[config.mk]
export PLATFORM = sky130hd
export DESIGN_NAME = pipe_reg_flat
export DESIGN_NICKNAME = d
export VERILOG_FILES = /design/src/rtl/mips_pipe_pkg.sv /design/src/rtl/pipe_reg_if.sv /design/src/rtl/pipe_reg_slot.sv /design/src/rtl/pipe_reg.sv /design/src/flat_wrapper.sv
export SDC_FILE = /design/constraint.sdc
export NUM_CORES = 1
export LEC_CHECK = 0
export CAP_MARGIN = 20
export CORE_MARGIN = 1
export CORE_UTILIZATION = 40
export CTS_CLUSTER_SIZE = 12
export DETAILED_ROUTE_END_ITERATION = 10
export PLACE_DENSITY = 0.77
export SLEW_MARGIN = 30
export SYNTH_ARGS = -nofsm -noshare
export SYNTH_HDL_FRONTEND = slang
export SYNTH_SLANG_ARGS = --single-unit
[constraint.sdc]
create_clock -name clk -period 3 [get_ports clk]
set_clock_uncertainty 0.2 [all_clocks]
set_input_delay 0.75 -clock clk [delete_from_list [all_inputs] [get_ports clk]]
set_output_delay 0.75 -clock clk [all_outputs]
set_load 0.1 [all_outputs]
[src/rtl/mips_pipe_pkg.sv]
// Shared pipeline-register types: exception encoding and the per-slot field layout.
package mips_pipe_pkg;
  localparam int EXC_W = 5;
  localparam logic [EXC_W-1:0] EXC_NONE = '0;

  typedef struct packed {
    logic             valid;
    logic [31:0]      ir;
    logic [31:0]      pc;
    logic [31:0]      pc4;
    logic [EXC_W-1:0] exc;
    logic             bd;
  } slot_t;
endpackage

[src/rtl/pipe_reg_if.sv]
// Pipeline-register bus: control, input payload, output payload and stall count.
interface pipe_reg_if #(parameter int CNT_W = 16);
  import mips_pipe_pkg::*;

  logic             stop;
  logic             flush;
  logic             in_valid;
  logic [31:0]      in_ir;
  logic [31:0]      in_pc;
  logic [31:0]      in_pc4;
  logic [EXC_W-1:0] in_exc;
  logic             in_bd;
  logic             out_valid;
  logic [31:0]      out_ir;
  logic [31:0]      out_pc;
  logic [31:0]      out_pc4;
  logic [EXC_W-1:0] out_exc;
  logic             out_bd;
  logic [CNT_W-1:0] stall_cnt;

  modport master (
    output stop, flush, in_valid, in_ir, in_pc, in_pc4, in_exc, in_bd,
    input  out_valid, out_ir, out_pc, out_pc4, out_exc, out_bd, stall_cnt
  );
  modport slave (
    input  stop, flush, in_valid, in_ir, in_pc, in_pc4, in_exc, in_bd,
    output out_valid, out_ir, out_pc, out_pc4, out_exc, out_bd, stall_cnt
  );
endinterface

[src/rtl/pipe_reg_slot.sv]
// One pipeline slot: reset > flush > stop > load.
module pipe_reg_slot
  import mips_pipe_pkg::*;
#(
  parameter logic [31:0] NOP_IR        = 32'h0000_0000,
  parameter logic [31:0] RESET_PC      = 32'h0000_0000,
  parameter bit          FLUSH_KEEP_PC = 1'b0
) (
  input  logic  clk,
  input  logic  reset,
  input  logic  stop,
  input  logic  flush,
  input  slot_t d,
  output slot_t q
);
  always_ff @(posedge clk) begin
    if (reset) begin
      q <= '{valid: 1'b0, ir: NOP_IR, pc: RESET_PC, pc4: RESET_PC, exc: EXC_NONE, bd: 1'b0};
    end else if (flush) begin
      q.valid <= 1'b0;
      q.ir    <= NOP_IR;
      q.exc   <= EXC_NONE;
      // Keeping pc/pc4/bd lets the exception handler still see where the bubble came from.
      if (!FLUSH_KEEP_PC) begin
        q.pc  <= RESET_PC;
        q.pc4 <= RESET_PC;
        q.bd  <= 1'b0;
      end
    end else if (!stop) begin
      q <= d;
    end
  end
endmodule

[src/rtl/pipe_reg.sv]
// Chained pipeline register of DEPTH slots with a saturating stall-cycle counter.
module pipe_reg
  import mips_pipe_pkg::*;
#(
  parameter int          DEPTH         = 1,
  parameter logic [31:0] NOP_IR        = 32'h0000_0000,
  parameter logic [31:0] RESET_PC      = 32'h0000_0000,
  parameter bit          FLUSH_KEEP_PC = 1'b0,
  parameter int          CNT_W         = 16
) (
  input  logic       clk,
  input  logic       reset,
  pipe_reg_if.slave  bus
);
  if (DEPTH < 1 || DEPTH > 4) begin : g_bad_depth
    $error("pipe_reg: DEPTH must be in 1..4");
  end

  slot_t             d0;
  slot_t [DEPTH:0]   chain;
  logic  [CNT_W-1:0] cnt;

  // An invalid input becomes a bubble but still carries its pc/pc4.
  always_comb begin
    d0 = '{valid: 1'b1, ir: bus.in_ir, pc: bus.in_pc, pc4: bus.in_pc4,
           exc: bus.in_exc, bd: bus.in_bd};
    if (!bus.in_valid) begin
      d0.valid = 1'b0;
      d0.ir    = NOP_IR;
      d0.exc   = EXC_NONE;
      d0.bd    = 1'b0;
    end
  end

  assign chain[0] = d0;

  for (genvar k = 0; k < DEPTH; k++) begin : g_slot
    pipe_reg_slot #(
      .NOP_IR       (NOP_IR),
      .RESET_PC     (RESET_PC),
      .FLUSH_KEEP_PC(FLUSH_KEEP_PC)
    ) u_slot (
      .clk  (clk),
      .reset(reset),
      .stop (bus.stop),
      .flush(bus.flush),
      .d    (chain[k]),
      .q    (chain[k+1])
    );
  end

  always_ff @(posedge clk) begin
    if (reset)
      cnt <= '0;
    else if (bus.stop && !bus.flush && cnt != '1)
      cnt <= cnt + CNT_W'(1);
  end

  assign bus.out_valid = chain[DEPTH].valid;
  assign bus.out_ir    = chain[DEPTH].ir;
  assign bus.out_pc    = chain[DEPTH].pc;
  assign bus.out_pc4   = chain[DEPTH].pc4;
  assign bus.out_exc   = chain[DEPTH].exc;
  assign bus.out_bd    = chain[DEPTH].bd;
  assign bus.stall_cnt = cnt;
endmodule

[src/flat_wrapper.sv]
// flat-port wrapper written by rule: the top's interface ports become plain ports
module pipe_reg_flat import mips_pipe_pkg::*;
#(
  parameter int          DEPTH         = 1,
  parameter logic [31:0] NOP_IR        = 32'h0000_0000,
  parameter logic [31:0] RESET_PC      = 32'h0000_0000,
  parameter bit          FLUSH_KEEP_PC = 1'b0,
  parameter int          CNT_W         = 16
)
  (clk, reset, bus_stop, bus_flush, bus_in_valid, bus_in_ir, bus_in_pc, bus_in_pc4, bus_in_exc, bus_in_bd, bus_out_valid, bus_out_ir, bus_out_pc, bus_out_pc4, bus_out_exc, bus_out_bd, bus_stall_cnt);
  pipe_reg_if #(.CNT_W(CNT_W)) bus_i ();
  input  logic clk;
  input  logic reset;
  input wire logic [$bits(bus_i.stop)-1:0] bus_stop;
  input wire logic [$bits(bus_i.flush)-1:0] bus_flush;
  input wire logic [$bits(bus_i.in_valid)-1:0] bus_in_valid;
  input wire logic [$bits(bus_i.in_ir)-1:0] bus_in_ir;
  input wire logic [$bits(bus_i.in_pc)-1:0] bus_in_pc;
  input wire logic [$bits(bus_i.in_pc4)-1:0] bus_in_pc4;
  input wire logic [$bits(bus_i.in_exc)-1:0] bus_in_exc;
  input wire logic [$bits(bus_i.in_bd)-1:0] bus_in_bd;
  output wire logic [$bits(bus_i.out_valid)-1:0] bus_out_valid;
  output wire logic [$bits(bus_i.out_ir)-1:0] bus_out_ir;
  output wire logic [$bits(bus_i.out_pc)-1:0] bus_out_pc;
  output wire logic [$bits(bus_i.out_pc4)-1:0] bus_out_pc4;
  output wire logic [$bits(bus_i.out_exc)-1:0] bus_out_exc;
  output wire logic [$bits(bus_i.out_bd)-1:0] bus_out_bd;
  output wire logic [$bits(bus_i.stall_cnt)-1:0] bus_stall_cnt;
  assign bus_i.stop = bus_stop;
  assign bus_i.flush = bus_flush;
  assign bus_i.in_valid = bus_in_valid;
  assign bus_i.in_ir = bus_in_ir;
  assign bus_i.in_pc = bus_in_pc;
  assign bus_i.in_pc4 = bus_in_pc4;
  assign bus_i.in_exc = bus_in_exc;
  assign bus_i.in_bd = bus_in_bd;
  assign bus_out_valid = bus_i.out_valid;
  assign bus_out_ir = bus_i.out_ir;
  assign bus_out_pc = bus_i.out_pc;
  assign bus_out_pc4 = bus_i.out_pc4;
  assign bus_out_exc = bus_i.out_exc;
  assign bus_out_bd = bus_i.out_bd;
  assign bus_stall_cnt = bus_i.stall_cnt;
  pipe_reg #(.DEPTH(DEPTH), .NOP_IR(NOP_IR), .RESET_PC(RESET_PC), .FLUSH_KEEP_PC(FLUSH_KEEP_PC), .CNT_W(CNT_W)) u_core (.clk(clk), .reset(reset), .bus(bus_i));
endmodule
# Yosys cells after proc, flatten, opt, wreduce, memory -nomap -nowiden
# Cells that the tools add are included.
[classes] mux=2 addsub=1 reduce_logical=4 n_eq_ne=1
[op_table] op="$mux 33" count=1
[op_table] op="$add 16x1->16 const B" count=1
[op_table] op="$ne 16x16->1 const B" count=1
[op_table] op="$mux 6" count=1
[op_table] op="$logic_and 1x1->1" count=2
[op_table] op="$reduce_or 2->1" count=1
[op_table] op="$logic_not 1->1" count=1
[word_totals] in_bits=107 register_bits=119

# Longest topological paths before layout
# Gate-level depths: netlist (run 1).
[logic_depth] depth_word=3 mapped_depth=6

# Cells and area by module
# From an unflattened synthesis (run 1), not the netlist that was laid out.
[unflattened] cells_unflattened=471 area_unflattened_um2=4794.6
[modules_own_cells] module="pipe_reg_slot" seq_area_each_um2=2062.0 cells_each=334 area_per_inst_um2=3701.0 n_inst=1
[modules_own_cells] module="pipe_reg" seq_area_each_um2=320.3 cells_each=137 area_per_inst_um2=1093.5 n_inst=1

# Worst setup path after synthesis (run 1)
# Ideal clock, no wire load.
[synth_path] kind="register -> register" startpoint="reg u_core.cnt[0] (netlist: u_core.bus.stall_cnt[0])" endpoint="reg u_core.cnt[14] (netlist: u_core.bus.stall_cnt[14])" setup_slack_ns=0.241 t_required_ns=2.730 arrival_time_ns=2.488 synth_period_minus_slack_ns=2.759 path_stages_with_launch=6 setup_time_ns=0.070 n_path_buf=0 path_cell_list="dfxtp_1 -> ha_1 -> nand3_1 -> or3_4 -> or4_1 -> a21oi_1"
[synth_between] elab_chain_cells=2
[synth_rtl] item="from (decl)" line_no="pipe_reg.sv:21" source="logic [CNT_W-1:0] cnt;"
[synth_rtl] item="from (signal assigned)" line_no="pipe_reg.sv:56" source="cnt <= cnt + CNT_W'(1);"
[synth_rtl] item="parallel branches: the longest is 2 deep, another holds $add 16x1->16"
# Several ways; the timed one is not identified.
# A chain may end at the register's enable or synchronous reset.

# Worst setup path after layout (run 1)
[layout_path] startpoint="in bus_flush" endpoint="reg u_core.cnt[13] (netlist: u_core.bus.stall_cnt[13])"
[layout_between] elab_chain_cells=3
[layout_rtl] item="from (decl)" line_no="flat_wrapper.sv:15" source="input wire logic [$bits(bus_i.flush)-1:0] bus_flush;"
[layout_rtl] item="$logic_not 1->1" line_no="pipe_reg.sv:55" source="else if (bus.stop && !bus.flush && cnt != '1)"
[layout_rtl] item="$logic_and 1x1->1 (2 in series)" line_no="pipe_reg.sv:55"
# No other way between the ends.

==> impl_metrics.py, run 1 <==
metrics = {
    "logic_synthesis": {
        "ys_warn_count": 0,
        "syn-num-nets": 643,
        "ys_seq_area_frac": 0.469,
        "syn_area_sq_um": 5080,
        "synth.avg_cell_area_sq_um": 9.49,
        "async_flop_share": 0,
        "ys_ff_latch": 119,
        "synthDistinctLibCells": 33,
        "synth_cells": 535,
        "synth_ff_type": "dfxtp_1",
        "synth-edff-count": 0,
    },
    "clocking": {
        "post_cts_resized": 0,
        "hold_buffers": 0,
        "clk_latency_ns": 0.40,
        "cts_root_buf": "clkbuf_16",
        "post_cts_buffers": 0,
        "clk_pin_slew_worst_paths_ns": 0.05,
        "cts_buffers": 17,
        "cts_tree": "yes",
        "cts.sinks": 119,
        "clock_path_buffers": 2,
        "htree_levels": 4,
    },
    "critical_path": {
        "cp_cell_sequence": "clkdlybuf4s50_1 -> and4b_1 -> nand2_1 -> or4_1 -> a21oi_1",
        "ff2ff_path_depth": 5,
        "worstPathMaxFanout": 10,
        "crit_buf_inv": 1,
        "worstSetupEndpoint": "u_core.bus.stall_cnt[13]$_SDFFE_PP0P_",
        "cp.required_ns": 3.14,
        "worstReg2RegEnd": "u_core.bus.stall_cnt[2]$_SDFFE_PP0P_",
        "startpoint_type": "primary input",
        "critPathMaxStageDelay_ns": 0.57,
        "setup.worst_path.start": "bus_flush",
        "cp-end-kind": "flip-flop",
        "rrSetupSlack_ns": 0.81,
        "cp.depth": 5,
        "crit_path_top_delay_cell": "or4_1",
        "reg2reg_from": "u_core.bus.stall_cnt[0]$_SDFFE_PP0P_",
        "critical_path_class": "primary input to flip-flop",
        "worstPathArrival_ns": 2.47,
        "critPathTopFamily": "simple AND/OR/NAND/NOR gates",
    },
    "cells_and_area": {
        "n_antenna_cell": 0,
        "fin_nets": 762,
        "area_delta_synth_final_pct": 38.7,
        "drive_gt1_frac": 0.241,
        "postLayoutCoreUtil": 0.577,
    },
    "sta": {
        "drv_slew": 0,
        "hold_viol": 0,
        "tightest_slew_ns": 0.795,
        "tns_ns": 0,
        "fin_crit_sh": 0.779,
        "rsz0062_at_grt": "false",
        "finalSetupViolCount": 0,
        "slew_headroom": 0.470,
        "post-route-min-period_ns": 2.34,
        "fmax_ghz": 0.428,
        "fin_hold_ws_ns": 0.293,
    },
    "routing": {
        "wl_per_cell_microns": 14.5,
        "viasPerCell": 4.84,
        "finalWirelength_microns": 12100,
        "drc": 0,
        "dr_total_vias": 4042,
        "ant_nets": 0,
        "drtIter0Drc": 178,
        "dr.pass1.iters": 4,
    },
    "placement": {
        "port_buffers": 225,
        "place_congestion": 0.906,
        "hpwl_microns": 8770,
    },
    "status": {
        "status": "complete, no violations",
    },
    "floorplanning": {
        "dieArea_sq_um": 13100,
        "io_pins": 226,
        "core_sq_um": 12200,
        "rows": 40,
        "start_util": 0.416,
        "dieHeight_microns": 115,
        "die_w_microns": 115,
    },
    "global_routing": {
        "overflow": 0,
        "grt_max_degree": 64,
        "first_global_vias": 3875,
        "grt_usage": 0.182,
        "grt_antenna_before_repair": 0,
        "grt_pass1_wl_microns": 18500,
    },
    "pwr": {
        "p_leak_nw": 3.04,
        "fin_total_pwr_mw": 4.35,
        "vdd.ir_drop.worst_mv": 0.450,
        "p_per_area_nw_per_um2": 618,
    },
    "job": {
        "cap_violations": 0,
    },
    "worst_hold_path": {
        "hp-class": "flip-flop to flip-flop",
    },
}
-- layout make-up --
| class | count | area (sq um) |
|---|---|---|
| Multi-Input combinational cell | 284 | 1820 |
| Inverter | 1 | 3.75 |
| Fill cell | 1088 | 5170 |
| Clock inverter | 9 | 123 |
| Sequential cell | 119 | 2380 |
| Clock buffer | 23 | 478 |
| Timing Repair Buffer | 231 | 2020 |
| Tap cell | 168 | 210 |
-- state kept, by name, summed over array words and instances, names as in the netlist --
name                    flops
u_core.g_slot.u_slot.q    103
u_core.bus.stall_cnt       16
-- worst register-to-register path, delay by kind of cell, from the launching register on --
family                   cells  cell delay, ns
AND/OR/NAND/NOR              3            0.96
adder cells (fa/ha/maj)      1            0.27
AO/OA/AOI/OAI                1            0.28
flip-flops                   1            0.39
-- per-layer routing --
layer | track usage | part of all wire | up-vias
met5 | 0 | 0 | -
met4 | 0.0857 | 0.019 | 0
met3 | 0.0688 | 0.093 | 18
met2 | 0.318 | 0.50 | 183
met1 | 0.193 | 0.38 | 1870
li1 | - | - | 1971
-- cells by family (layout without fill, tap and decap cells) --
kind of cell / after synthesis / after routing / share of synthesized area
mux: 66 / 66 / 0.130
compound gates: 67 / 67 / 0.0902
simple gates: 149 / 149 / 0.134
xor+xnor: 1 / 1 / 0.00173
flops: 119 / 119 / 0.469
buf+inv: 132 / 264 / 0.172
fa+ha+maj: 1 / 1 / 0.00246
-- cells in the final DEF, fill, tap and decap left out, types with 3 or more instances in the layout --
cell,instances
clkbuf_1,3
mux2i_1,66
clkdlybuf4s50_1,105
nand4_1,4
clkbuf_8,3
nand3_1,4
nand2_1,7
a22oi_1,38
buf_4,124
bufinv_16,3
or3_1,6
clkinv_2,5
dfxtp_1,119
o21ai_0,5
nor2_1,108
a21oi_1,14
clkbuf_16,17
or4_1,5
o31ai_1,8
-- Yosys cell counts (2+ instances only) --
cell / number / area (sq um)
nand3_1: 4 / 20.0
nand4_1: 4 / 25.0
nor2_1: 108 / 405
buf_4: 101 / 758
and4_1: 2 / 17.5
a21oi_1: 14 / 70.1
clkbuf_1: 24 / 90.1
o31ai_1: 8 / 60.1
mux2i_1: 66 / 661
buf_1: 5 / 18.8
nor2b_1: 2 / 12.5
or4_1: 5 / 37.5
a22oi_1: 38 / 285
or3_1: 6 / 37.5
or2_2: 2 / 12.5
o21ai_0: 5 / 25.0
dfxtp_1: 119 / 2380
nand2_1: 7 / 26.3
-- stage by stage --
step / setup WS [ns] / cells / instance area [sq um]
final: 0.663 / 835 / 7040
after floorplan: 0.241 / 535 / 5080
after global routing: 0.568 / 835 / 7040
after CTS: 0.718 / 835 / 7040
after detailed placement: 0.277 / 803 / 6440
after global placement: 0.305 / 803 / 6440
-- worst min path at each step --
| stage | end | start | cells after the start |
|---|---|---|---|
| final | u_core.g_slot[0].u_slot.q[60]$_SDFFE_PP0N_ | u_core.g_slot[0].u_slot.q[60]$_SDFFE_PP0N_ | 2 |
| after CTS | u_core.g_slot[0].u_slot.q[59]$_SDFFE_PP0N_ | u_core.g_slot[0].u_slot.q[59]$_SDFFE_PP0N_ | 2 |
| after floorplan | u_core.g_slot[0].u_slot.q[10]$_SDFFE_PP0N_ | u_core.g_slot[0].u_slot.q[10]$_SDFFE_PP0N_ | 2 |
| after global routing | u_core.g_slot[0].u_slot.q[66]$_SDFFE_PP0N_ | u_core.g_slot[0].u_slot.q[66]$_SDFFE_PP0N_ | 2 |
| after global placement | u_core.g_slot[0].u_slot.q[36]$_SDFFE_PP0N_ | u_core.g_slot[0].u_slot.q[36]$_SDFFE_PP0N_ | 2 |
| after detailed placement | u_core.g_slot[0].u_slot.q[36]$_SDFFE_PP0N_ | u_core.g_slot[0].u_slot.q[36]$_SDFFE_PP0N_ | 2 |
-- power breakdown --
part	leakage, nW	internal [mW]	switching, mW	total, mW
registers	0.967	1.62	0.0228	1.65
clock network	0.297	1.36	0.673	2.04
logic	1.78	0.238	0.429	0.668
(Power assumes the default switching activity.)
==> run 2: changes to the inputs <==
- clock period: 3 -> 2.2 ns (I/O delays scaled with it)
==> impl_metrics.py, run 2 (synthesis results as in run 1) <==
metrics = {
    "status": {
        "status": "complete, no violations",
    },
    "cells_and_area": {
        "n_antenna_cell": 0,
        "final_common_cell": "buf_12",
        "most-common-layout-cells": "buf_12, nor2_1, clkdlybuf4s50_1, dfxtp_1, mux2i_1",
        "area_delta_synth_final_pct": 70.8,
        "seqCellArea_sq_um": 2410,
        "top_register": "u_core.g_slot.u_slot.q",
        "fillCellCount": 830,
        "multi_input_area_sq_um": 1840,
        "drive_gt1_frac": 0.277,
        "fin_nets": 771,
        "largest_reg_flops": 103,
        "postLayoutCoreUtil": 0.710,
    },
    "floorplanning": {
        "rows": 40,
        "core_sq_um": 12200,
        "io_pins": 226,
        "die_w_microns": 115,
        "dieArea_sq_um": 13100,
        "start_util": 0.416,
        "dieHeight_microns": 115,
    },
    "critical_path": {
        "startpoint_type": "primary input",
        "worstPathMaxFanout": 3,
        "worstPathArrival_ns": 2.18,
        "cp.required_ns": 2.33,
        "crit_path_top_delay_cell": "or4_1",
        "critPathMaxStageDelay_ns": 0.46,
        "cp_cell_sequence": "clkdlybuf4s50_1 -> nand2b_1 -> or3_4 -> or4_1 -> a21oi_1",
        "cp-end-kind": "flip-flop",
        "critical_path_class": "primary input to flip-flop",
    },
    "global_routing": {
        "first_global_vias": 4269,
        "overflow": 0,
        "grt_max_degree": 59,
        "grt_pass1_wl_microns": 21000,
        "grt_antenna_before_repair": 0,
        "grt_usage": 0.210,
    },
    "clocking": {
        "htree_levels": 4,
        "clk_latency_ns": 0.41,
        "post_cts_buffers": 0,
        "cts.sinks": 119,
        "post_cts_resized": 0,
        "cts_root_buf": "clkbuf_16",
        "cts_tree": "yes",
        "cts_buffers": 17,
        "clk_pin_slew_worst_paths_ns": 0.05,
        "hold_buffers": 0,
        "clock_path_buffers": 2,
    },
    "sta": {
        "fmax_ghz": 0.487,
        "fin_crit_sh": 0.933,
        "finalSetupViolCount": 0,
        "rsz0062_at_grt": "false",
        "drv_slew": 0,
        "hold_viol": 0,
        "post-route-min-period_ns": 2.05,
        "slew_headroom": 0.488,
        "tightest_slew_ns": 0.769,
    },
    "routing": {
        "drtIter0Drc": 263,
        "met2_length_microns": 6930,
        "drt-met1-wl_microns": 4770,
        "drc": 0,
        "viasPerCell": 4.95,
        "wl_met3_microns": 1240,
        "ant_nets": 0,
        "dr_total_vias": 4177,
        "top_layer": "met4",
        "wl_per_cell_microns": 15.9,
        "dr.pass1.iters": 4,
        "finalWirelength_microns": 13400,
    },
    "pwr": {
        "switching_share": 0.261,
        "comb_power_share": 0.174,
        "p_per_area_nw_per_um2": 704,
        "p_leak_nw": 3.44,
        "switching_power_mw": 1.59,
        "fin_total_pwr_mw": 6.10,
        "internal_power_mw": 4.51,
        "vdd.ir_drop.worst_mv": 0.550,
        "power_frac_seq": 0.372,
        "clockPowerShare": 0.454,
    },
    "worst_hold_path": {
        "hp-class": "flip-flop to flip-flop",
    },
    "placement": {
        "place_congestion": 0.870,
        "port_buffers": 225,
        "hpwl_microns": 9830,
    },
    "job": {
        "cap_violations": 0,
    },
}
==> run 2: stage by stage <==
step / instances / hold WS (ns) / area [sq um] / setup slack (ns) / TNS [ns]
floorplan: 535 / 0.265 / 5120 / 0.00835 / 0
global placement: 812 / 0.298 / 8070 / -0.209 / -0.935
detailed placement: 812 / 0.310 / 8070 / -0.190 / -1.34
CTS: 843 / 0.317 / 8670 / 0.179 / 0
global route: 843 / 0.345 / 8670 / 0.0718 / 0
finish: 843 / 0.325 / 8670 / 0.146 / 0
==> run 2: critical path, delay by kind of cell <==
family                 cells  cell delay, ns
buffers and inverters      1            0.45
and+or+nand+nor            3            0.99
AOI/OAI and AO/OA          1            0.18
==> run 2: area by class of cell <==
type                       count  area share
sequential                   119       0.278
tap                          168      0.0242
inverter                       1    0.000433
clock inverter                 6     0.00664
multi-input combinational    284       0.212
timing repair buffer         240       0.415
clock buffer                  25      0.0633
==> run 2: power groups by stage <==
| stage | logic [mW] | registers (mW) | clock network [mW] |
|---|---|---|---|
| after floorplan | 0.643 | 2.30 | 0 |
| after global placement | 1.05 | 2.31 | 0 |
| after detailed placement | 1.06 | 2.32 | 0 |
| after CTS | 1.07 | 2.27 | 2.83 |
| after global routing | 1.11 | 2.28 | 2.93 |
| final | 1.06 | 2.27 | 2.77 |
==> run 2: per-layer routing <==
metal / vias to the layer above / global-route usage
met1: 1942 / 0.210
met5: - / 0
met3: 37 / 0.0852
li1: 1989 / -
met4: 0 / 0.126
met2: 209 / 0.364
==> run 2: worst paths after layout <==
path	start	end	slack, ns	cells past startpoint
max	bus_flush	u_core.bus.stall_cnt[14]$_SDFFE_PP0P_	0.15	5
min	u_core.bus.stall_cnt[10]$_SDFFE_PP0P_	u_core.bus.stall_cnt[10]$_SDFFE_PP0P_	0.33	2
max reg2reg	u_core.bus.stall_cnt[12]$_SDFFE_PP0P_	u_core.bus.stall_cnt[15]$_SDFFE_PP0P_	0.19	5
min reg2reg	u_core.bus.stall_cnt[10]$_SDFFE_PP0P_	u_core.bus.stall_cnt[10]$_SDFFE_PP0P_	0.33	2
==> run 3: changes to the inputs <==
- ABC_CLOCK_PERIOD_IN_PS: not set -> 2200
- GPL_TIMING_DRIVEN: not set -> 0
- REMOVE_ABC_BUFFERS: not set -> 1
==> impl_metrics.py, run 3 (synthesis results as in run 1) <==
metrics = {
    "sta": {
        "fin_ws_ns": 0.0655,
        "rsz0062_at_grt": "true",
        "hold_viol": 0,
        "fin_crit_sh": 0.970,
        "finalSetupViolCount": 0,
        "fmax_ghz": 0.469,
        "slew_headroom": 0.559,
        "post-route-min-period_ns": 2.13,
        "tightest_slew_ns": 0.662,
        "drv_slew": 0,
    },
    "pwr": {
        "comb_power_share": 0.154,
        "vdd.ir_drop.worst_mv": 0.543,
        "switching_power_mw": 1.61,
        "fin_total_pwr_mw": 6.15,
        "power_frac_seq": 0.365,
        "switching_share": 0.261,
        "p_leak_nw": 2.95,
        "clockPowerShare": 0.481,
        "p_per_area_nw_per_um2": 808,
        "internal_power_mw": 4.54,
    },
    "clocking": {
        "clock_path_buffers": 2,
        "cts_buffers": 17,
        "clk_pin_slew_worst_paths_ns": 0.06,
        "clk_latency_ns": 0.41,
        "cts.sinks": 119,
        "cts_root_buf": "clkbuf_16",
        "htree_levels": 4,
        "hold_buffers": 0,
        "cts_tree": "yes",
    },
    "critical_path": {
        "cp_cell_sequence": "clkdlybuf4s15_2",
        "worstPathMaxFanout": 5,
        "crit_path_top_delay_cell": "clkdlybuf4s15_2",
        "worstPathArrival_ns": 1.38,
        "critPathMaxStageDelay_ns": 0.58,
        "cp.depth": 1,
        "critical_path_class": "flip-flop to output pin",
        "crit_buf_inv": 1,
        "ff2ff_path_depth": 5,
        "cp.required_ns": 1.45,
        "critPathTopFamily": "buffers and inverters",
        "startpoint_type": "flip-flop",
        "cp-end-kind": "output pin",
    },
    "worst_hold_path": {
        "whs_path_depth": 2,
        "hp-class": "flip-flop to flip-flop",
    },
    "status": {
        "status": "complete, no violations",
    },
    "global_routing": {
        "grt_usage": 0.202,
        "top_usage_layer": "met2",
        "grt_pass1_wl_microns": 20000,
        "met1_usage": 0.205,
        "grt_antenna_before_repair": 0,
        "use_met3": 0.0799,
        "first_global_vias": 4057,
        "overflow": 0,
        "grt_max_degree": 63,
        "use_met2": 0.357,
    },
    "cells_and_area": {
        "top_register": "u_core.g_slot.u_slot.q",
        "design_area_sq_um": 7600,
        "largest_reg_flops": 103,
        "postLayoutCoreUtil": 0.622,
        "most-common-layout-cells": "dfxtp_1, clkdlybuf4s15_2, nor2_1, clkdlybuf4s50_1, mux2i_1",
        "fin_nets": 762,
        "drive_gt1_frac": 0.253,
        "area_delta_synth_final_pct": 49.7,
        "final_common_cell": "dfxtp_1",
        "n_antenna_cell": 0,
    },
    "floorplanning": {
        "dieArea_sq_um": 13100,
        "start_util": 0.416,
        "io_pins": 226,
        "rows": 40,
        "die_w_microns": 115,
        "core_sq_um": 12200,
        "dieHeight_microns": 115,
    },
    "job": {
        "cap_violations": 0,
    },
    "routing": {
        "drc": 0,
        "dr.pass1.iters": 4,
        "dr_total_vias": 4080,
        "drtIter0Drc": 245,
        "viasPerCell": 4.89,
        "finalWirelength_microns": 13500,
        "wl_per_cell_microns": 16.2,
        "ant_nets": 0,
    },
    "placement": {
        "place_congestion": 0.788,
        "place_ws_ns": -0.661,
        "hpwl_microns": 8840,
        "port_buffers": 225,
        "placed_cell_area_sq_um": 6760,
    },
}
==> run 3: worst reg2reg max path, cell delays in order, from the launching register on <==
cell	delay, ns
dfxtp_1	0.39
ha_2	0.25
nand3_2	0.15
or3_4	0.39
or4_1	0.48
a21oi_1	0.14
==> run 3: worst paths after layout <==
path / startpoint / to / slack [ns]
setup / recovery: u_core.bus.stall_cnt[3]$_SDFFE_PP0P_ / bus_stall_cnt[3] / 0.07
hold / removal: u_core.g_slot[0].u_slot.q[63]$_SDFFE_PP0N_ / u_core.g_slot[0].u_slot.q[63]$_SDFFE_PP0N_ / 0.29
hold reg to reg: u_core.g_slot[0].u_slot.q[63]$_SDFFE_PP0N_ / u_core.g_slot[0].u_slot.q[63]$_SDFFE_PP0N_ / 0.29
setup reg to reg: u_core.bus.stall_cnt[0]$_SDFFE_PP0P_ / u_core.bus.stall_cnt[14]$_SDFFE_PP0P_ / 0.12
==> run 3: repair_timing <==
item                                    4_1_cts  5_1_grt
resized for setup                           375       12
setup buffers                                 0        0
endpoints found under the setup margin      187       14
cloned                                        2        1
pin swaps                                     1        0
==> run 3: final cells by class <==
type	count	area, sq um
timing repair buffer	230	2490
fill	1003	4610
clock inverter	12	174
clock buffer	20	467
inverter	1	3.75
sequential	119	2380
tap	168	210
multi-input combinational	285	1870
==> run 3: power groups by stage <==
| stage | registers (mW) | clock network, mW | logic, mW |
|---|---|---|---|
| floorplan | 2.68 | 0 | 0.145 |
| global placement | 2.28 | 0 | 0.939 |
| detailed placement | 2.29 | 0 | 0.935 |
| CTS | 2.24 | 3.01 | 0.939 |
| global route | 2.25 | 3.12 | 0.985 |
| finish | 2.24 | 2.95 | 0.947 |
==> run 3: metrics by stage <==
stage                     setup TNS [ns]  hold WS (ns)  instances
after floorplan                   -12.96         0.419        404
after global placement           -503.83         0.273        797
after detailed placement          -52.61         0.283        800
after CTS                              0         0.296        834
after global routing            -0.00763         0.314        835
final                                  0         0.292        835
==> run 3: per-layer routing <==
metal,vias to the layer above,part of all wire
met3,27,0.080
met5,-,0
met1,1909,0.37
li1,1968,-
met4,0,0.029
met2,176,0.52
